### src/rtl/seq_divider_pkg.sv
// Shared definitions for the sequential restoring divider:
// FSM state encoding and the default operand width.
package seq_divider_pkg;

  localparam int DIV_WIDTH = 16;

  typedef enum logic [1:0] {
    IDLE = 2'd0,
    RUN  = 2'd1,
    FIN  = 2'd2
  } state_t;

endpackage

### src/rtl/seq_divider_cla.sv
// Carry-lookahead adder built from 4-bit lookahead groups with rippled group carries.
// Used by the divider for the trial subtraction (B = ~divisor, cin = 1).
module claAdder #(
  parameter int W = 16
) (
  input  logic [W-1:0] a,
  input  logic [W-1:0] b,
  input  logic         cin,
  output logic [W-1:0] sum,
  output logic         cout
);

  localparam int NG = W / 4;

  logic [W-1:0] g_s;
  logic [W-1:0] p_s;
  logic [W-1:0] c_s;
  logic [NG:0]  gc_s;

  assign g_s = a & b;
  assign p_s = a ^ b;

  // Per-group lookahead carries; the group carry-out feeds the next group.
  always_comb begin
    c_s     = {W{1'b0}};
    gc_s    = {(NG+1){1'b0}};
    gc_s[0] = cin;
    for (int k = 0; k < NG; k++) begin
      c_s[4*k]   = gc_s[k];
      c_s[4*k+1] = g_s[4*k] | (p_s[4*k] & gc_s[k]);
      c_s[4*k+2] = g_s[4*k+1] | (p_s[4*k+1] & g_s[4*k])
                 | (p_s[4*k+1] & p_s[4*k] & gc_s[k]);
      c_s[4*k+3] = g_s[4*k+2] | (p_s[4*k+2] & g_s[4*k+1])
                 | (p_s[4*k+2] & p_s[4*k+1] & g_s[4*k])
                 | (p_s[4*k+2] & p_s[4*k+1] & p_s[4*k] & gc_s[k]);
      gc_s[k+1]  = g_s[4*k+3] | (p_s[4*k+3] & g_s[4*k+2])
                 | (p_s[4*k+3] & p_s[4*k+2] & g_s[4*k+1])
                 | (p_s[4*k+3] & p_s[4*k+2] & p_s[4*k+1] & g_s[4*k])
                 | (p_s[4*k+3] & p_s[4*k+2] & p_s[4*k+1] & p_s[4*k] & gc_s[k]);
    end
  end

  assign sum  = p_s ^ c_s;
  assign cout = gc_s[NG];

endmodule

### src/rtl/seq_divider.sv
// Sequential unsigned restoring divider, one quotient bit per clock.
// Results, done and div_by_zero are registered on the edge that leaves FIN.
module seq_divider
  import seq_divider_pkg::*;
#(
  parameter int WIDTH = DIV_WIDTH
) (
  input  logic             clk,
  input  logic             rst,
  input  logic             start,
  input  logic [WIDTH-1:0] dividend,
  input  logic [WIDTH-1:0] divisor,
  output logic             busy,
  output logic             done,
  output logic [WIDTH-1:0] quotient,
  output logic [WIDTH-1:0] remainder,
  output logic             div_by_zero
);

  localparam int CW = $clog2(WIDTH + 1);

  state_t           state_r;
  state_t           state_nxt_s;
  logic             accept_s;
  logic [CW-1:0]    cnt_r;
  logic [WIDTH-1:0] div_r;
  logic [WIDTH-1:0] q_r;
  logic [WIDTH-1:0] rem_r;
  logic             dz_r;
  logic [WIDTH:0]   rem_sh_s;
  logic [WIDTH-1:0] trial_s;
  logic             cout_s;
  logic             keep_s;
  logic             busy_r;
  logic             done_r;
  logic [WIDTH-1:0] quotient_r;
  logic [WIDTH-1:0] remainder_r;
  logic             dz_out_r;

  // The shifted partial remainder is WIDTH+1 bits; its top bit alone guarantees no borrow.
  assign rem_sh_s = {rem_r, q_r[WIDTH-1]};
  assign keep_s   = rem_sh_s[WIDTH] | cout_s;

  claAdder #(.W(WIDTH)) u_cla (
    .a    (rem_sh_s[WIDTH-1:0]),
    .b    (~div_r),
    .cin  (1'b1),
    .sum  (trial_s),
    .cout (cout_s)
  );

  // Next-state decode and start acceptance.
  always_comb begin
    state_nxt_s = state_r;
    accept_s    = 1'b0;
    case (state_r)
      IDLE, FIN: begin
        if (start) begin
          accept_s = 1'b1;
          if (divisor == {WIDTH{1'b0}}) begin
            state_nxt_s = FIN;
          end else begin
            state_nxt_s = RUN;
          end
        end else begin
          state_nxt_s = IDLE;
        end
      end
      RUN: begin
        if (cnt_r == CW'(1)) begin
          state_nxt_s = FIN;
        end else begin
          state_nxt_s = RUN;
        end
      end
      default: state_nxt_s = IDLE;
    endcase
  end

  // All divider state: FSM, working registers and registered outputs.
  always_ff @(posedge clk) begin
    if (rst) begin
      state_r     <= IDLE;
      cnt_r       <= {CW{1'b0}};
      div_r       <= {WIDTH{1'b0}};
      q_r         <= {WIDTH{1'b0}};
      rem_r       <= {WIDTH{1'b0}};
      dz_r        <= 1'b0;
      busy_r      <= 1'b0;
      done_r      <= 1'b0;
      quotient_r  <= {WIDTH{1'b0}};
      remainder_r <= {WIDTH{1'b0}};
      dz_out_r    <= 1'b0;
    end else begin
      state_r <= state_nxt_s;
      busy_r  <= (state_nxt_s == RUN);
      done_r  <= (state_r == FIN);
      if (state_r == FIN) begin
        quotient_r  <= q_r;
        remainder_r <= rem_r;
        dz_out_r    <= dz_r;
      end
      if (accept_s) begin
        div_r <= divisor;
        cnt_r <= CW'(WIDTH);
        if (divisor == {WIDTH{1'b0}}) begin
          q_r   <= {WIDTH{1'b1}};
          rem_r <= dividend;
          dz_r  <= 1'b1;
        end else begin
          q_r   <= dividend;
          rem_r <= {WIDTH{1'b0}};
          dz_r  <= 1'b0;
        end
      end else if (state_r == RUN) begin
        cnt_r <= cnt_r - CW'(1);
        rem_r <= keep_s ? trial_s : rem_sh_s[WIDTH-1:0];
        q_r   <= {q_r[WIDTH-2:0], keep_s};
      end
    end
  end

  assign busy        = busy_r;
  assign done        = done_r;
  assign quotient    = quotient_r;
  assign remainder   = remainder_r;
  assign div_by_zero = dz_out_r;

endmodule

### config.mk
export PLATFORM = sky130hd
export DESIGN_NAME = seq_divider
export DESIGN_NICKNAME = d
export VERILOG_FILES = /design/src/rtl/seq_divider_pkg.sv /design/src/rtl/seq_divider_cla.sv /design/src/rtl/seq_divider.sv
export SDC_FILE = /design/constraint.sdc
export NUM_CORES = 1
export LEC_CHECK = 0
export ABC_AREA = 1
export ABC_CLOCK_PERIOD_IN_PS = 4480
export BUFFER_PORTS_ARGS = -buffer_cell sky130_fd_sc_hd__buf_2
export CAP_MARGIN = 20
export CORE_MARGIN = 2
export CORE_UTILIZATION = 45
export DETAILED_ROUTE_END_ITERATION = 7
export MAX_ROUTING_LAYER = met4
export PLACE_DENSITY = 0.66
export SLEW_MARGIN = 20
export SYNTH_ARGS = -nofsm -noshare
export SYNTH_HDL_FRONTEND = slang
export SYNTH_SLANG_ARGS = --single-unit
export TNS_END_PERCENT = 50
### constraint.sdc
create_clock -name clk -period 4.48 [get_ports clk]
set_clock_uncertainty 0.2 [all_clocks]
set_input_delay 0.896 -clock clk [delete_from_list [all_inputs] [get_ports clk]]
set_output_delay 0.896 -clock clk [all_outputs]
set_load 0.05 [all_outputs]
# Word level (Yosys, flattened, before mapping)
# Cells that the tools add are included.
# totals
memories,0
reg_bits,91
ram_bits,0
input_bits,35
mem_bits_ro,0
latch_bits,0
# classes
reduce_logical,5
n_div,0
n_bitwise,105
n_shift,0
multipliers,0
n_addsub,1
eq_ne,4
n_mux,16
magnitude_cmp,0
# op_table
op,count
16-bit two-way mux,7
1-bit bitwise AND,60
1-bit OR,41
16-bit XOR,2
16-bit bitwise AND,1
16-bit logical NOT,1
16-bit NOT,1
5-bit two-way mux,2
2-bit two-way mux,3
5-bit by 1-bit == test with 1-bit output (second input constant),1
5-bit by 1-bit subtractor with 5-bit output (second input constant),1
2-bit by 1-bit == test with 1-bit output (second input constant),2
2-bit one-hot mux with 2 select lines,1
2-bit OR reduction,2
1-bit two-way mux,3
2-bit == test (second input constant),1
2-bit logical NOT,1
2-bit nonzero test,1

# Longest topological paths before layout
# Gate-level depths: netlist (run 1).
# logic_depth
depth_word,17
ltp_mapped,17
mapped_depth_nobuf,17

# By module
# Synthesis (run 1) repeated with hierarchy kept, for this count alone.
# unflattened
cells_unflattened,648
hier_area_um2,4657.0
# by_module_without_submodules
module,n_inst,area_each_um2,cells_per_inst,seq_area_each_um2
seq_divider,1,3911.3,545,1821.7
claAdder,1,745.7,103,0.0

# Worst setup path before layout (run 1)
# OpenSTA, ideal clock, no wires.
# synth_path
path_kind,register -> register
from,register div_r[7]
to,register rem_r[13]
period_less_slack_ps,2285
arrival_ps,1968
path_slack_ps,2195
required_ps,4163
stages_incl_launch_ff,16
path_cell_list,dfxtp_1 > inv_1 > ha_1 > nand2_1 > nor3b_1 > nand2_1 > nand2_2 > nand2_2 > nand2_4 > inv_1 > fa_1 > xnor2_1 > nand3_1 > nand2_1 > nor2_1 > nor2_1
# synth_between
elab_chain_len,15
elab_cells_between_ends,25
classes_between,3 x mux; 22 x bitwise
# synth_rtl
item,line_no,rtl
from (decl),seq_divider.sv:26,logic [WIDTH-1:0] div_r;
from (signal assigned),seq_divider.sv:85,div_r <= {WIDTH{1'b0}};
from (signal assigned),seq_divider.sv:104,div_r <= divisor;
16-bit NOT (*),seq_divider.sv:46,".b (~div_r),"
16-bit XOR,seq_divider_cla.sv:21,assign p_s = a ^ b;
"1-bit bitwise AND, on equally long branches",--,
1-bit OR (tied with other cells),seq_divider_cla.sv:36,gc_s[k+1] = g_s[4*k+3] | (p_s[4*k+3] & g_s[4*k+2])
1-bit OR (tied with other cells),seq_divider_cla.sv:37,| (p_s[4*k+3] & p_s[4*k+2] & g_s[4*k+1])
1-bit OR / 1-bit bitwise AND (equally long branches),"seq_divider_cla.sv:38, seq_divider_cla.sv:39",
1-bit OR (*),seq_divider_cla.sv:39,| (p_s[4*k+3] & p_s[4*k+2] & p_s[4*k+1] & p_s[4*k] & gc_s[k]);
1-bit bitwise AND (*),seq_divider_cla.sv:39,
1-bit OR (*),seq_divider_cla.sv:39,
"1-bit bitwise AND, on equally long branches","seq_divider_cla.sv:30, seq_divider_cla.sv:39",
"1-bit OR, on equally long branches","seq_divider_cla.sv:30, seq_divider_cla.sv:39",
16-bit XOR / 1-bit OR (equally long branches),"seq_divider_cla.sv:43, seq_divider.sv:42",
16-bit two-way mux (*),seq_divider.sv:117,rem_r <= keep_s ? trial_s : rem_sh_s[WIDTH-1:0];
16-bit two-way mux (*),seq_divider.sv:115,end else if (state_r == RUN) begin
16-bit two-way mux (*),seq_divider.sv:103,if (accept_s) begin
to (signal assigned),seq_divider.sv:108,rem_r <= dividend;
to (signal assigned),seq_divider.sv:112,rem_r <= {WIDTH{1'b0}};
to (signal assigned),seq_divider.sv:117,
to (decl),seq_divider.sv:28,logic [WIDTH-1:0] rem_r;
# Mark *: on every way between the ends. The rest lies on a longest branch, timed or not. The select of a mux whose other input is x is not followed.
# A chain may end at the register's enable or synchronous reset.

# Worst setup path in the final report (run 1)
# layout_path
from,register rem_r[2]
to,register rem_r[8]
# layout_between
elab_chain_len,16
elab_cells_between_ends,23
classes_between,3 x mux; 20 x bitwise
# layout_rtl
item,line_no,rtl
from (signal assigned),seq_divider.sv:87,rem_r <= {WIDTH{1'b0}};
from (signal assigned),seq_divider.sv:108,
from (signal assigned),seq_divider.sv:112,
16-bit XOR,seq_divider_cla.sv:21,
"1-bit bitwise AND, on equally long branches",--,
1-bit OR (tied with other cells),seq_divider_cla.sv:36,
1-bit OR / 1-bit bitwise AND (equally long branches),"seq_divider_cla.sv:37, seq_divider_cla.sv:38",
1-bit OR,seq_divider_cla.sv:38,| (p_s[4*k+3] & p_s[4*k+2] & p_s[4*k+1] & g_s[4*k])
1-bit OR (*),seq_divider_cla.sv:39,
1-bit bitwise AND (*),seq_divider_cla.sv:39,
1-bit OR (*),seq_divider_cla.sv:39,
1-bit bitwise AND,seq_divider_cla.sv:39,
1-bit OR,seq_divider_cla.sv:39,
1-bit bitwise AND,seq_divider_cla.sv:39,
1-bit OR,seq_divider_cla.sv:39,
1-bit OR,seq_divider.sv:42,assign keep_s = rem_sh_s[WIDTH] | cout_s;
16-bit two-way mux (*),seq_divider.sv:117,
16-bit two-way mux (*),seq_divider.sv:115,
16-bit two-way mux (*),seq_divider.sv:103,
# Marks and branches as above.

==> results.env, run 1 <==
REQUIRED_WORST_ENDPOINT_PS=4600
NUMBER_OF_SYNTHESIZED_FLOPS_WITH_AN_ENABLE_PIN=0
HOLDPATHEND='div_r[7]'
POWER.LEAKAGE_uW=0.002474
SETUP_REPAIR_AFTER_GLOBAL_ROUTING_MISSED_ITS_MARGIN='false'
DRTITER0DRC=287
POWER.SWITCHING_uW=826.4
POWER.SHARE.COMBINATIONAL=0.315
ANTENNADIODECOUNT=0
INITIAL_CORE_UTIL=0.4638
NET_COUNT_SYNTH=671
GRT_MAX_DEGREE=52
P_TOTAL_uW=2240
CAP_VIOLATIONS=0
DRT-TOTAL-WL_UM=10880
SYNTH_AREA_PER_CELL_UM2=7.383
FINAL_CRITICAL_PATH_SETUP_SLACK_PS=1799
PLACE.GP.CONGESTION=0.9532
SYNTH-SEQ-CELLS=91
YS_SEQ_AREA_FRAC=0.4019
FIRST_PASS_GRT_WIRE_LENGTH_UM=18320
CLOCKPOWERSHARE=0.270
IR_DROP_mV=0.1732
FINAL-MAX-SLEW-VIOLATION-COUNT=0
WORST_SETUP_HOLD_PATH_CLK_SLEW_PS=100
CTS_INSERTED_BUFFERS=9
WORST-SLEW-PIN-TRANSITION_PS=618.9
LAYOUT.NETS=724
DRTPASS1ITERATIONS=5
FP.DIEAREA_MM2=0.01089
MIN_PERIOD_PS=2681
POST-CTS-SETUP-BUFFER-COUNT=0
LAYOUT_WORST_PATH_CYCLE_SHARE=0.5985
LAYOUT-AREA-OVERHEAD-VS-SYNTH_PCT=12.86
PLACEMENT.IO_BUFFERS=69
WIRELENGTH_PER_CELL_UM=13.51
DR_TOTAL_VIAS=4110
TIMING.FINAL.SETUP_VIOLATIONS=0
WORSTPATHCELLLIST='ha_1 > nand2_1 > nor2_1 > nor2_1 > nand2_1 > nand2_1 > nand2_2 > nand2_2 > nand2_4 > nand2_4 > nand4_2 > inv_1 > nand2_1 > nand3_1 > nand2_1 > inv_1'
ANTENNA_FOUND_INITIAL=0
CP.ARRIVAL_PS=2810
SW_FRAC_OF_TOTAL=0.3689
FINAL_HOLD_VIOL_COUNT=0
STD_CELL_ROWS=36
SYNTHFLOPTYPE='dfxtp_1'
CRITICAL_PATH.MAX_FANOUT=12
DIE_WIDTH_UM=104.4
MIN_PATH_CELLS=2
NUMBER_OF_CELLS_UPSIZED_OR_DOWNSIZED_AFTER_CTS=0
CRITPATHMOSTFREQUENTCELL='nand2_1'
CLOCK-SINKS=91
DRTANTENNAVIOLNETS=0
TOP_LEVEL_I_O_COUNT=70
FIRST_GLOBAL_VIAS=3768
SYNTH.CELL_AREA_MM2=0.004533
DIE-HEIGHT_UM=104.4
POWER-PER-CELL-AREA_mW_PER_MM2=437.8
CRIT_PATH_MAX_DELAY_CELL_TYPE='dfxtp_1'
CLOCKBUFFERDEPTH=2
CLOCK_INSERTION_DELAY_WORST_SKEW_PS=380
FMAX_MHz=372.9
POST-DP-HPWL_UM=8048
R2R_START='rem_r[2]'
SETUP.WORST_PATH.END_CLASS='flip-flop'
RELATIVE_MAX_TRANSITION_MARGIN=0.5868
TIMING.SETUP.CRITICAL_PATH_CLASS='reg2reg'
GRT_USE_TOTAL=0.2113
P_INT_uW=1414
CTS_TREE='yes'
GLOBAL_ROUTE.OVERFLOW_TOTAL=0
FRACTION_OF_FINAL_LAYOUT_CELLS_SIZED_BEYOND_DRIVE_STRENGTH_1=0.1637
HOLD_CLASS='reg2reg'
REGTOREGENDPOINT='rem_r[8]'
SYNTH_ASYNC_SR_FLOP_SHARE=0
AVGVIACOUNTPERCELL=5.106
HTREE_LEVELS=3
POSTCTSHOLDBUFS=0
CRITPATHLAUNCHTYPE='flip-flop'
NUMBER_OF_DIFFERENT_LIBRARY_CELLS_IN_THE_POST_SYNTHESIS_NETLIST=43
RR_WORST_DEPTH=16
SEQUENTIALPOWERSHARE=0.415
SETUP-TNS-FINAL_PS=0
RUN_STATUS='finished, final reports clean'
DRCVIOLATIONCOUNT=0
CLOCK-ROOT-BUFFER='clkbuf_8'
PRECTSSETUPSLACK_PS=1533
CRITICAL_PATH.MAX_STAGE_DELAY_PS=460
CORE_AREA_MM2=0.009774
SETUP.REG_TO_REG.WORST_SLACK_PS=1800
HP-START='div_r[7]'
SYN_INST=614
YOSYSWARNINGCOUNT=0
==> final cells by class <==
class	instances	area [µm²]
inverters	78	292.8
repair buffers	74	382.9
clock buffers	9	123.9
well taps	133	166.4
fillers	966	4658
multi-input cells	413	2241
flip-flops and latches	91	1822
clock inverters	7	87.58
==> power groups by stage <==
stage                     combinational [µW]  sequential [µW]  clock (µW)
final                                    705              930         605
after global routing                     802              938         650
after CTS                                703              928         615
after detailed placement                 699              946           0
after global placement                   682              945           0
after floorplan                          578              939           0
==> registers in the layout (all words and copies together) (netlist names) <==
register / cells
div_r: 16
rem_r: 16
cnt_r: 5
dz_r: 1
quotient: 16
remainder: 16
done: 1
div_by_zero: 1
q_r: 16
busy: 1
state_r: 2
==> layout by cell type, fill, tap and decap left out, types with 3 or more instances in the layout <==
cell and n:
a21oi_1 68, buf_2 69, buf_4 5, clkbuf_8 9, dfxtp_1 91, fa_1 3, ha_1 19, inv_1 73
inv_2 4, inv_6 3, nand2_1 64, nand2_2 3, nand3_1 30, nand3b_1 3, nor2_1 85, nor3_1 4
nor4_1 3, o21ai_0 84, o22ai_1 15, xnor2_1 7
==> how the worst max path moves through the flow <==
| stage | from | to | slack [ps] | depth (start not counted) |
|---|---|---|---|---|
| final | rem_r[2] | rem_r[8] | 1800 | 16 |
| after global routing | rem_r[2] | rem_r[8] | 1550 | 16 |
| after CTS | rem_r[2] | rem_r[10] | 1820 | 16 |
| after detailed placement | rst | rem_r[8] | 1530 | 7 |
| after global placement | rst | rem_r[7] | 1600 | 7 |
| after floorplan | div_r[7] | rem_r[13] | 2190 | 15 |
==> per-stage QoR <==
stage,instance area (µm²),std cells,utilization,hold WS [ps]
3_5_place_dp,4905,789,0.5018,258.2
6_report,5116,805,0.5234,268.8
5_1_grt,5116,805,0.5234,297.1
3_3_place_gp,4905,789,0.5018,253.5
4_1_cts,5116,805,0.5234,275.1
2_1_floorplan,4533,614,-,235.3
==> Yosys cell counts, types with 2 or more instances <==
cell | number | area (µm²)
clkbuf_8 | 2 | 27.53
nor3b_1 | 2 | 15.01
fa_1 | 3 | 60.06
inv_1 | 74 | 277.8
nor4_1 | 3 | 18.77
nor3_1 | 4 | 20.02
nand3b_1 | 3 | 22.52
buf_6 | 3 | 33.78
inv_2 | 3 | 11.26
o21bai_1 | 2 | 15.01
o22ai_1 | 15 | 93.84
a21oi_1 | 68 | 340.3
nand2_2 | 3 | 18.77
nor2_1 | 86 | 322.8
ha_1 | 19 | 237.7
clkbuf_1 | 23 | 86.33
xnor2_1 | 7 | 61.31
nand2_1 | 64 | 240.2
o21ai_0 | 84 | 420.4
o21a_1 | 2 | 15.01
nand3_1 | 30 | 150.1
dfxtp_1 | 91 | 1822
buf_2 | 2 | 10.01
nand2_4 | 2 | 22.52
==> worst max-delay path: cells and delay by family, from the launching register on <==
family	cells	cell delay (ps)
buf+inv	2	350
flops	1	460
fa+ha+maj	1	320
simple gates	13	1300
==> cell families (layout without fill, tap and decap cells) <==
family	Yosys count	after routing	synth area share
AND/OR/NAND/NOR	206	206	0.2051
AO/OA/AOI/OAI	177	177	0.2076
buffers and inverters	110	168	0.1043
flip-flops	91	91	0.4019
adder cells (fa/ha/maj)	22	22	0.06569
XOR/XNOR	8	8	0.01546
==> metal layers <==
| layer | GRT usage | part of all wire | vias to the layer above |
|---|---|---|---|
| li1 | - | - | 2119 |
| met1 | 0.2928 | 0.49 | 1869 |
| met2 | 0.3063 | 0.43 | 101 |
| met3 | 0.02757 | 0.049 | 21 |
| met4 | 0.09556 | 0.026 | 0 |
| met5 | - | 0 | - |
Note: power is estimated with default switching activity, not from simulation.
==> run 2: changes to the inputs <==
--- a/config.mk
+++ b/config.mk
@@ -6,14 +6,14 @@
 export NUM_CORES = 1
 export LEC_CHECK = 0
 export ABC_AREA = 1
-export ABC_CLOCK_PERIOD_IN_PS = 4480
+export ABC_CLOCK_PERIOD_IN_PS = 2180
 export BUFFER_PORTS_ARGS = -buffer_cell sky130_fd_sc_hd__buf_2
 export CAP_MARGIN = 20
 export CORE_MARGIN = 2
 export CORE_UTILIZATION = 45
 export DETAILED_ROUTE_END_ITERATION = 7
 export MAX_ROUTING_LAYER = met4
-export PLACE_DENSITY = 0.66
+export PLACE_DENSITY = 0.68
 export SLEW_MARGIN = 20
 export SYNTH_ARGS = -nofsm -noshare
 export SYNTH_HDL_FRONTEND = slang
==> constraint.sdc (replaced) <==
create_clock -name clk -period 2.18 [get_ports clk]
set_clock_uncertainty 0.2 [all_clocks]
set_input_delay 0.436 -clock clk [delete_from_list [all_inputs] [get_ports clk]]
set_output_delay 0.436 -clock clk [all_outputs]
set_load 0.05 [all_outputs]
==> run 2 against run 1 <==
  * The flow now finishes with violations (setup timing)
  * Die area unchanged
  * Highest routed layer unchanged
  * Combinational power rose to 2.9 times the previous value
  * Count of clock-buffer cells in the layout up 3
  * Cell count up 7.6%
  * Critical path depth down 2
  * Sequential power up 110%
  * Largest power group is now combinational logic
  * Sequential share of layout area down 4.4 points
==> results.env, run 2 (synthesized netlist as in run 1, its figures left out) <==
NUM-FILL-CELLS=916
DRT-TOTAL-WL_UM=12410
GRT_MAX_DEGREE=61
AREA_OCCUPIED_BY_MULTI_INPUT_GATES_MM2=0.002456
FP.DIEAREA_MM2=0.01089
DRTITER0DRC=207
CLOCKBUFFERDEPTH=2
RELATIVE_MAX_TRANSITION_MARGIN=0.5831
FIRST_PASS_GRT_WIRE_LENGTH_UM=20440
FINAL-MAX-SLEW-VIOLATION-COUNT=0
POWER-PER-CELL-AREA_mW_PER_MM2=886.8
POST-DP-HPWL_UM=8895
WIRELENGTH_PER_CELL_UM=14.33
CORE_AREA_MM2=0.009774
CAP_VIOLATIONS=0
CRIT_PATH_MAX_DELAY_CELL_TYPE='fa_2'
CLOCK_INSERTION_DELAY_WORST_SKEW_PS=370
CP.BUFFERS_INVERTERS=3
WORST-SLEW-PIN-TRANSITION_PS=624.7
CLOCK-ROOT-BUFFER='clkbuf_8'
SETUP-TNS-FINAL_PS=-1114
FMAX_MHz=428.3
TIMING.SETUP.CRITICAL_PATH_CLASS='reg2reg'
FINAL_HOLD_VIOL_COUNT=0
CTS_INSERTED_BUFFERS=9
LAYOUT-AREA-OVERHEAD-VS-SYNTH_PCT=29.12
MIN_PERIOD_PS=2335
DRTANTENNAVIOLNETS=0
CRITPATHLAUNCHTYPE='flip-flop'
AVGVIACOUNTPERCELL=5.166
SETUP.WORST_PATH.END_CLASS='flip-flop'
RUN_STATUS='finished with violations'
POSTCTSHOLDBUFS=0
CLOCK-SINKS=91
WORST_SETUP_HOLD_PATH_CLK_SLEW_PS=90
DIE_WIDTH_UM=104.4
CRITICAL_PATH.MAX_FANOUT=4
DR_TOTAL_VIAS=4474
FRACTION_OF_FINAL_LAYOUT_CELLS_SIZED_BEYOND_DRIVE_STRENGTH_1=0.2988
DRCVIOLATIONCOUNT=0
IR_DROP_mV=0.3835
FINAL_CRITICAL_PATH_SETUP_SLACK_PS=-154.9
PLACE.GP.CONGESTION=0.8557
SETUP_REPAIR_AFTER_GLOBAL_ROUTING_MISSED_ITS_MARGIN='true'
MOSTFREQUENTLAYOUTCELLS='dfxtp_1 (86), o21ai_0 (84), nor2_1 (76)'
GLOBAL_ROUTE.OVERFLOW_TOTAL=0
MOSTFREQUENTLAYOUTCELL='dfxtp_1'
CTS_TREE='yes'
SEQ_AREA_MM2=0.001828
STD_CELL_ROWS=36
DRTPASS1ITERATIONS=5
HTREE_LEVELS=3
REQUIRED_WORST_ENDPOINT_PS=2250
INITIAL_CORE_UTIL=0.4638
FIRST_GLOBAL_VIAS=4230
TOP_LEVEL_I_O_COUNT=70
CRITICAL_PATH.MAX_STAGE_DELAY_PS=500
FAILED_CHECKS='setup timing'
ANTENNADIODECOUNT=0
GRT_USE_TOTAL=0.2377
CRITPATHMOSTFREQUENTCELL='nand2_2'
DIE-HEIGHT_UM=104.4
LAYOUT.NETS=785
HOLD_CLASS='in2reg'
LAYOUT_WORST_PATH_CYCLE_SHARE=1.071
CRIT_FAMILY='simple AND/OR/NAND/NOR gates'
PLACEMENT.IO_BUFFERS=69
FINALINSTANCEAREA_MM2=0.005853
TIMING.FINAL.SETUP_VIOLATIONS=17
PRECTSSETUPSLACK_PS=-143.8
WORSTPATHCELLLIST='inv_2 > ha_4 > nand2_2 > nor3b_2 > nand2_2 > nand2_2 > nand2_2 > nand2_4 > inv_2 > fa_2 > nand3b_1 > nand3_1 > nand2_1 > inv_1'
PLACED_CELL_AREA_MM2=0.005438
CP.ARRIVAL_PS=2400
POWER.LEAKAGE_uW=0.002795
ANTENNA_FOUND_INITIAL=0
## run 2: cell types whose count changed in the layout (fill, tap and decap cells not counted), moves of 9 or more
| cell | change |
|---|---|
| buf_4 | +54 |
| inv_2 | +11 |
| inv_1 | -12 |
| nor2_1 | -9 |
## run 2: layer usage
metal,vias up,wire (µm),track usage
li1,2245,-,-
met1,2062,5746,0.3128
met2,143,5713,0.3721
met3,24,676,0.03195
met4,0,274,0.08977
met5,-,0,-
## run 2: power by group
group	switching (µW)	total, µW	internal (µW)
clock network	621	1250	633
logic	1140	2030	893
registers	108	1910	1800
## run 2: path summary, 6_finish.rpt
| path | startpoint | to | slack, ps | cells after the start |
|---|---|---|---|---|
| min reg2reg | div_r[14] | div_r[14] | 280 | 2 |
| max | div_r[7] | rem_r[12] | -150 | 14 |
| max reg2reg | div_r[7] | rem_r[12] | -150 | 14 |
| min | rst | busy | 70 | 2 |
## run 2: area by class of cell
| class | count | area share |
|---|---|---|
| clock buffer | 12 | 0.02822 |
| clock inverter | 4 | 0.009406 |
| inverter | 78 | 0.05066 |
| multi-input combinational | 414 | 0.4196 |
| sequential | 91 | 0.3123 |
| tap | 133 | 0.02843 |
| timing repair buffer | 134 | 0.1513 |
## run 2: repair_timing
action,CTS,global route
endpoints found under the setup margin,17,18
setup buffers,3,2
gates resized for setup,16,29
pin swaps,11,18
cloned,1,0
## run 2: through the flow
step | hold slack [ps] | util | power, µW | instances
finish | 68.96 | 0.5988 | 5191 | 866
CTS | 53.18 | 0.5892 | 5079 | 864
global route | 65.47 | 0.5988 | 5511 | 866
floorplan | 235.3 | - | 3170 | 614
global placement | 266.8 | 0.5563 | 3659 | 844
detailed placement | 275.2 | 0.5563 | 3715 | 844
